File: src/rtl/ikbd_sci_rx.sv
// Byte FIFO with registered head/tail pointers and first-word-fall-through read.
// Latency: a push is visible at the head one clk after the push edge.
// Backpressure: a push into a full FIFO with no pop is dropped and flagged on drop_o.
module ikbd_sci_fifo #(
  parameter  int W     = 8,
  parameter  int DEPTH = 4,
  localparam int AW    = $clog2(DEPTH)
) (
  input  logic          clk,
  input  logic          res_n,
  input  logic          push_i,
  input  logic [W-1:0]  push_dat_i,
  input  logic          pop_i,
  output logic [W-1:0]  head_dat_o,
  output logic [AW:0]   level_o,
  output logic          empty_o,
  output logic          drop_o
);

  logic [W-1:0] mem_q [DEPTH];
  logic [AW:0]  wr_q;
  logic [AW:0]  rd_q;
  logic         full;
  logic         do_pop;
  logic         do_push;

  // Extra pointer MSB separates full from empty.
  assign level_o    = wr_q - rd_q;
  assign empty_o    = (wr_q == rd_q);
  assign full       = (level_o == (AW+1)'(DEPTH));
  assign do_pop     = pop_i & ~empty_o;
  // A pop in the same cycle frees the slot the push lands in.
  assign do_push    = push_i & (~full | do_pop);
  assign drop_o     = push_i & ~do_push;
  assign head_dat_o = mem_q[rd_q[AW-1:0]];

  // Storage and pointer update.
  always_ff @(posedge clk or negedge res_n) begin
    if (!res_n) begin
      wr_q <= '0;
      rd_q <= '0;
      for (int i = 0; i < DEPTH; i++) mem_q[i] <= '0;
    end else begin
      if (do_push) begin
        mem_q[wr_q[AW-1:0]] <= push_dat_i;
        wr_q                <= wr_q + 1'b1;
      end
      if (do_pop) rd_q <= rd_q + 1'b1;
    end
  end

endmodule

// IKBD SCI receiver: 8N1 deserialiser with 16x oversampling feeding a byte FIFO.
// Latency: byte at FIFO head two clk after the stop-bit decision (tick 9 of stop).
// Backpressure: rx_valid/rx_ready; full FIFO drops the new byte and pulses overrun.
module ikbd_sci_rx #(
  parameter  int TICK_DIV   = 32,
  parameter  int FIFO_DEPTH = 4,
  localparam int LW         = $clog2(FIFO_DEPTH) + 1,
  localparam int DW         = (TICK_DIV > 1) ? $clog2(TICK_DIV) : 1
) (
  input  logic          clk,
  input  logic          res_n,
  input  logic          rxd,
  output logic [7:0]    rx_data,
  output logic          rx_valid,
  input  logic          rx_ready,
  output logic          frame_err,
  output logic          overrun,
  output logic [LW-1:0] level
);

  typedef enum logic [2:0] {
    S_IDLE  = 3'd0,
    S_START = 3'd1,
    S_DATA  = 3'd2,
    S_STOP  = 3'd3,
    S_BREAK = 3'd4
  } state_t;

  logic          sync1_q, rs_q, rs_prev_q;
  logic [DW-1:0] div_q, div_d;
  state_t        state_q, state_d;
  logic [3:0]    sub_q, sub_d;
  logic [2:0]    bit_q, bit_d;
  logic          s7_q, s7_d, s8_q, s8_d;
  logic [7:0]    sh_q, sh_d;
  logic          push_q, push_d;
  logic          ferr_q, ferr_d;
  logic          ovr_q;
  logic          tick, start_edge, vote;
  logic          fifo_empty, fifo_drop;

  assign tick       = (div_q == DW'(TICK_DIV - 1));
  assign start_edge = (state_q == S_IDLE) & rs_prev_q & ~rs_q;
  assign vote       = (s7_q & s8_q) | (s7_q & rs_q) | (s8_q & rs_q);
  assign div_d      = (start_edge | tick) ? '0 : div_q + 1'b1;

  // Two-flop synchroniser plus a history flop for falling-edge detection.
  always_ff @(posedge clk or negedge res_n) begin
    if (!res_n) begin
      sync1_q   <= 1'b1;
      rs_q      <= 1'b1;
      rs_prev_q <= 1'b1;
    end else begin
      sync1_q   <= rxd;
      rs_q      <= sync1_q;
      rs_prev_q <= rs_q;
    end
  end

  // Oversample tick divider, realigned on every accepted start edge.
  always_ff @(posedge clk or negedge res_n) begin
    if (!res_n) div_q <= '0;
    else        div_q <= div_d;
  end

  // Receiver FSM and datapath registers.
  always_ff @(posedge clk or negedge res_n) begin
    if (!res_n) begin
      state_q <= S_IDLE;
      sub_q   <= '0;
      bit_q   <= '0;
      s7_q    <= 1'b1;
      s8_q    <= 1'b1;
      sh_q    <= '0;
      push_q  <= 1'b0;
      ferr_q  <= 1'b0;
    end else begin
      state_q <= state_d;
      sub_q   <= sub_d;
      bit_q   <= bit_d;
      s7_q    <= s7_d;
      s8_q    <= s8_d;
      sh_q    <= sh_d;
      push_q  <= push_d;
      ferr_q  <= ferr_d;
    end
  end

  // Next state: samples at ticks 7/8, vote and act at tick 9, advance bit at tick 15.
  always_comb begin
    state_d = state_q;
    sub_d   = sub_q;
    bit_d   = bit_q;
    s7_d    = s7_q;
    s8_d    = s8_q;
    sh_d    = sh_q;
    push_d  = 1'b0;
    ferr_d  = 1'b0;
    case (state_q)
      S_IDLE: begin
        if (start_edge) begin
          state_d = S_START;
          sub_d   = '0;
        end
      end
      S_START, S_DATA, S_STOP: begin
        if (tick) begin
          sub_d = sub_q + 4'd1;
          if (sub_q == 4'd7) s7_d = rs_q;
          if (sub_q == 4'd8) s8_d = rs_q;
          if (sub_q == 4'd9) begin
            if (state_q == S_START && vote) begin
              state_d = S_IDLE;
            end else if (state_q == S_DATA) begin
              sh_d = {vote, sh_q[7:1]};
            end else if (state_q == S_STOP) begin
              if (vote) begin
                push_d  = 1'b1;
                state_d = S_IDLE;
              end else begin
                ferr_d  = 1'b1;
                state_d = S_BREAK;
                sub_d   = '0;
              end
            end
          end
          if (sub_q == 4'd15) begin
            if (state_q == S_START) begin
              state_d = S_DATA;
              bit_d   = '0;
            end else if (state_q == S_DATA) begin
              if (bit_q == 3'd7) state_d = S_STOP;
              else               bit_d   = bit_q + 3'd1;
            end
          end
        end
      end
      S_BREAK: begin
        // Line must stay high for 16 consecutive ticks before re-arming.
        if (!rs_q) begin
          sub_d = '0;
        end else if (tick) begin
          if (sub_q == 4'd15) begin
            state_d = S_IDLE;
            sub_d   = '0;
          end else begin
            sub_d = sub_q + 4'd1;
          end
        end
      end
      default: state_d = S_IDLE;
    endcase
  end

  ikbd_sci_fifo #(.W(8), .DEPTH(FIFO_DEPTH)) u_fifo (
    .clk        (clk),
    .res_n      (res_n),
    .push_i     (push_q),
    .push_dat_i (sh_q),
    .pop_i      (rx_ready),
    .head_dat_o (rx_data),
    .level_o    (level),
    .empty_o    (fifo_empty),
    .drop_o     (fifo_drop)
  );

  // Registered overrun pulse for a byte lost to a full FIFO.
  always_ff @(posedge clk or negedge res_n) begin
    if (!res_n) ovr_q <= 1'b0;
    else        ovr_q <= fifo_drop;
  end

  assign rx_valid  = ~fifo_empty;
  assign frame_err = ferr_q;
  assign overrun   = ovr_q;

endmodule
File: config.mk
export PLATFORM = sky130hd
export DESIGN_NAME = ikbd_sci_rx
export DESIGN_NICKNAME = d
export VERILOG_FILES = /design/src/rtl/ikbd_sci_rx.sv
export SDC_FILE = /design/constraint.sdc
export NUM_CORES = 1
export LEC_CHECK = 0
export ABC_AREA = 1
export ABC_CLOCK_PERIOD_IN_PS = 4550
export CORE_UTILIZATION = 55
export CTS_BUF_LIST = sky130_fd_sc_hd__clkbuf_4
export CTS_CLUSTER_SIZE = 8
export DETAILED_ROUTE_END_ITERATION = 16
export PLACE_DENSITY_LB_ADDON = 0.3
export SLEW_MARGIN = 20
export SYNTH_ARGS = -nofsm -noshare
export SYNTH_HDL_FRONTEND = slang
export SYNTH_SLANG_ARGS = --single-unit
File: constraint.sdc
create_clock -name clk -period 4.55 [get_ports clk]
set_input_delay 0.455 -clock clk [delete_from_list [all_inputs] [get_ports clk]]
set_output_delay 0.455 -clock clk [all_outputs]
set_load 0.01 [all_outputs]
==> results.sh <==
export IMPL_outcome="finished clean"
export IMPL_worstSkewPairLatency_ns=0.42
export IMPL_setup_worst_path_class="reg -> out"
export IMPL_postCtsSetupRepairBufs=0
export IMPL_routabilityCongestion=0.878
export IMPL_timing_critical_path_arrival_ns=2.61
export IMPL_final_period_minus_worst_setup_slack_ns=3.06
export IMPL_largest_net_degree_at_the_start_of_global_routing=70
export IMPL_slew_at_the_pin_with_the_worst_max_slew_slack_ns=0.839
export IMPL_final_report_setup_violation_count=0
export IMPL_detailroute_via_count=2859
export IMPL_area_taken_by_multi_input_logic_gates_sq_um=1570
export IMPL_placeable_area_sq_um=6060
export IMPL_synth_area_mux_share_pct=0.319
export IMPL_netlist_cell_type_count=36
export IMPL_r2r_cells=8
export IMPL_postSynthCellCount=412
export IMPL_dp_final_hpwl_um=5040
export IMPL_worst_hold_slack_ns=0.202
export IMPL_post_synth_and_or_nand_nor_area_fraction_pct=30.3
export IMPL_final_worst_clock_skew_ns=0.0159
export IMPL_critical_path_cell_chain="ha_1 -> fa_1 -> nand3b_1 -> nand2_2 -> clkdlybuf4s50_1"
export IMPL_power_net_switching_uw=723
export IMPL_ys_warnings_count=0
export IMPL_die_width_um=82.1
export IMPL_setup_tns_after_final_layout_ns=0
export IMPL_pwr_density_cell_nw_per_um2=483
export IMPL_syn_area_sq_um=3530
export IMPL_clock_tree_buffer_depth=2
export IMPL_share_of_layout_cells_above_drive_strength_1_pct=10.2
export IMPL_worst_setup_path_start_kind="flip-flop"
export IMPL_unrepaired_setup_endpoints_after_global_routing="no"
export IMPL_synth_ff_latch_count=69
export IMPL_synthXorXnorAreaFrac_pct=0.745
export IMPL_synth_area_per_cell_sq_um=8.56
export IMPL_cp_num_buf_inv=1
export IMPL_cts_root_buf="sky130_fd_sc_hd__clkbuf_4"
export IMPL_seq_area_frac_synth_pct=49.1
export IMPL_dieHeight_um=82.1
export IMPL_p_leak_nw=1.89
export IMPL_cts_buffers_inserted=9
export IMPL_global_route_wire_length_before_repair_um=12200
export IMPL_cts_sinks=69
export IMPL_cts_tree="done"
export IMPL_synth_top_family_by_area="simple AND/OR/NAND/NOR gates"
export IMPL_internal_power_mw=1.13
export IMPL_p_clk_share_pct=22.2
export IMPL_synth_edff_count=0
export IMPL_timing_fmax_mhz=326
export IMPL_detail_route_vias_per_cell=5.65
export IMPL_worst_path_stages=5
export IMPL_post_layout_total_power_mw=1.86
export IMPL_drtIter0Drc=235
export IMPL_area_growth_from_synthesis_to_layout_pct=8.90
export IMPL_finalCritPeriodShare_pct=67.3
export IMPL_grt_antenna_before_repair=0
export IMPL_drt_drc_violations_left=0
export IMPL_final_hold_violation_count=0
export IMPL_initial_core_util_pct=58.2
export IMPL_grtUsageTotal_pct=24.6
export IMPL_cts_hold_buf=0
export IMPL_synth_adder_area_share_pct=5.53
export IMPL_primary_flip_flop_cell_chosen_by_synthesis_mapping="sky130_fd_sc_hd__dfrtp_1"
export IMPL_first_global_vias=2660
export IMPL_drv_max_cap_violation_count=0
export IMPL_grt_remaining_overflow=0
export IMPL_timing_slew_headroom_pct=44.1
export IMPL_asyncSetResetFlopFracSynth_pct=100
export IMPL_synth_compound_area_share_pct=7.66
export IMPL_reg2reg_setup_slack_ns=1.88
export IMPL_holdCritPathClass="in -> async"
export IMPL_sw_share_pct=39.0
export IMPL_comb_power_share_pct=37.6
export IMPL_synthesis_nets=431
export IMPL_crit_slowest_cell="sky130_fd_sc_hd__dfrtp_1"
export IMPL_worst_path_largest_cell_delay_ns=0.61
export IMPL_timing_critical_path_fanout_max=19
export IMPL_num_fill_cells=514
export IMPL_post_cts_repair_resize_count=0
export IMPL_crit_path_end_kind="output port"
export IMPL_routed_wirelength_um=7410
export IMPL_drtAntennaViolNets=0
export IMPL_h_tree_depth=3
export IMPL_finalNetCount=445
export IMPL_core_rowCount=28
export IMPL_io_pins=18
export IMPL_pwr_share_seq_pct=40.2
export IMPL_route_detailed_wl_per_inst_um=14.6
export IMPL_port_buffers=17
export IMPL_r2r_start="u_fifo.rd_q[0]$_DFFE_PN0P_"
export IMPL_clkTransAtPathRegs_ns=0.13
export IMPL_post_route_util_pct=63.4
export IMPL_vdd_ir_drop_worst_mv=0.370
export IMPL_timing_critical_path_max_delay_family="adder cells"
export IMPL_worst_endpoint_required_time_ns=4.09
export IMPL_rr_endpoint="u_fifo.mem_q[30]$_DFFE_PN0P_"
export IMPL_firstDrtPassIters=4
export IMPL_total_die_area_sq_um=6740
export IMPL_num_antenna_cells=0
export IMPL_register_area_sq_um=1730
export IMPL_total_count_of_max_transition_violations_in_the_final_report=0
## worst max-delay path by stage
stage / slack, ns / from / endpoint
2_1_floorplan: 2.64 / u_fifo.rd_q[0]$_DFFE_PN0P_ / u_fifo.mem_q[10]$_DFFE_PN0P_
3_3_place_gp: 2.02 / u_fifo.rd_q[1]$_DFFE_PN0P_ / u_fifo.mem_q[30]$_DFFE_PN0P_
3_5_place_dp: 1.93 / u_fifo.rd_q[0]$_DFFE_PN0P_ / u_fifo.mem_q[30]$_DFFE_PN0P_
4_1_cts: 1.48 / u_fifo.rd_q[0]$_DFFE_PN0P_ / level[2]
5_1_grt: 1.39 / u_fifo.rd_q[0]$_DFFE_PN0P_ / level[2]
6_report: 1.49 / u_fifo.rd_q[0]$_DFFE_PN0P_ / level[2]
## worst register-to-register path, delay by kind of cell, from the launching register on
kind,cells,cell delay [ns]
fa+ha+maj,2,0.73
flops,1,0.61
simple gates,6,1.29
## layout make-up
type | instances | share of cell area, %
Inverter | 32 | 3.13
Multi-Input combinational cell | 295 | 40.9
Sequential cell | 69 | 45.1
Clock buffer | 9 | 1.76
Clock inverter | 7 | 1.95
Tap cell | 75 | 2.44
Timing Repair Buffer | 19 | 4.69
## cell families (layout without fill, tap and decap cells)
family	after synthesis	count (layout)
AO/OA/AOI/OAI	50	50
XOR/XNOR	3	3
adder cells (fa/ha/maj)	15	15
buffers and inverters	48	67
flip-flops	69	69
multiplexers	1	1
AND/OR/NAND/NOR	226	226
## synthesized netlist by cell type (4+ instances only)
cell type | count | area, sq um
sky130_fd_sc_hd__ha_1 | 14 | 175
sky130_fd_sc_hd__buf_2 | 7 | 35.0
sky130_fd_sc_hd__dfrtp_1 | 64 | 1600
sky130_fd_sc_hd__nand3_1 | 18 | 90.1
sky130_fd_sc_hd__inv_1 | 29 | 109
sky130_fd_sc_hd__nand2_2 | 6 | 37.5
sky130_fd_sc_hd__o22ai_1 | 8 | 50.1
sky130_fd_sc_hd__o21ai_1 | 6 | 30.0
sky130_fd_sc_hd__dfstp_2 | 5 | 131
sky130_fd_sc_hd__nand4_1 | 36 | 225
sky130_fd_sc_hd__nor2_1 | 40 | 150
sky130_fd_sc_hd__a21oi_1 | 9 | 45.0
sky130_fd_sc_hd__o21ai_0 | 23 | 115
sky130_fd_sc_hd__clkbuf_1 | 4 | 15.0
sky130_fd_sc_hd__nand2_1 | 112 | 420
## sequential cells by signal (all words and copies together) (netlist names)
register      flops
push_q            1
u_fifo.mem_q     32
s8_q              1
overrun           1
rs_prev_q         1
div_q             5
rs_q              1
sub_q             4
s7_q              1
sh_q              8
sync1_q           1
u_fifo.rd_q       3
u_fifo.wr_q       3
frame_err         1
state_q           3
bit_q             3
## routing by layer
| layer | routed length (um) | track usage, % | vias up |
|---|---|---|---|
| met5 | 0 | 0 | - |
| met2 | 3550 | 40.0 | 83 |
| met4 | 174 | 11.4 | 0 |
| met3 | 309 | 4.44 | 17 |
| li1 | - | - | 1414 |
| met1 | 3370 | 31.7 | 1345 |
## power by group through the flow
stage | Combinational (mW) | Sequential [mW] | Clock [mW]
6_report | 0.698 | 0.745 | 0.413
5_1_grt | 0.781 | 0.753 | 0.445
4_1_cts | 0.701 | 0.746 | 0.419
3_5_place_dp | 0.697 | 0.757 | 0
3_3_place_gp | 0.675 | 0.754 | 0
2_1_floorplan | 0.501 | 0.719 | 0
## placed cells by master (no fill, tap or decap), types with 2 or more instances in the layout
cell / netlist / final
sky130_fd_sc_hd__nand4_1: 36 / 36
sky130_fd_sc_hd__xor2_1: 3 / 3
sky130_fd_sc_hd__o31ai_1: 2 / 2
sky130_fd_sc_hd__nor2_2: 2 / 2
sky130_fd_sc_hd__inv_2: 2 / 2
sky130_fd_sc_hd__nand3_4: 3 / 3
sky130_fd_sc_hd__nand2_2: 6 / 6
sky130_fd_sc_hd__o21ai_1: 6 / 6
sky130_fd_sc_hd__dfstp_2: 5 / 5
sky130_fd_sc_hd__clkinvlp_4: 0 / 3
sky130_fd_sc_hd__nor2_1: 40 / 40
sky130_fd_sc_hd__inv_1: 29 / 29
sky130_fd_sc_hd__dfrtp_1: 64 / 64
sky130_fd_sc_hd__clkdlybuf4s50_1: 0 / 16
sky130_fd_sc_hd__a21oi_1: 9 / 9
sky130_fd_sc_hd__o22ai_1: 8 / 8
sky130_fd_sc_hd__nand3_1: 18 / 18
sky130_fd_sc_hd__nor2_4: 2 / 2
sky130_fd_sc_hd__ha_1: 14 / 14
sky130_fd_sc_hd__o21ai_0: 23 / 23
sky130_fd_sc_hd__nand2_1: 112 / 112
sky130_fd_sc_hd__buf_4: 0 / 2
sky130_fd_sc_hd__clkbuf_4: 0 / 9
## stage by stage
step | instance area (sq um) | setup slack, ns | instances
6_report | 3840 | 1.49 | 506
5_1_grt | 3840 | 1.39 | 506
4_1_cts | 3840 | 1.48 | 506
3_5_place_dp | 3700 | 1.93 | 490
3_3_place_gp | 3700 | 2.02 | 490
2_1_floorplan | 3530 | 2.64 | 412
Note: power is estimated with default switching activity, not from simulation.
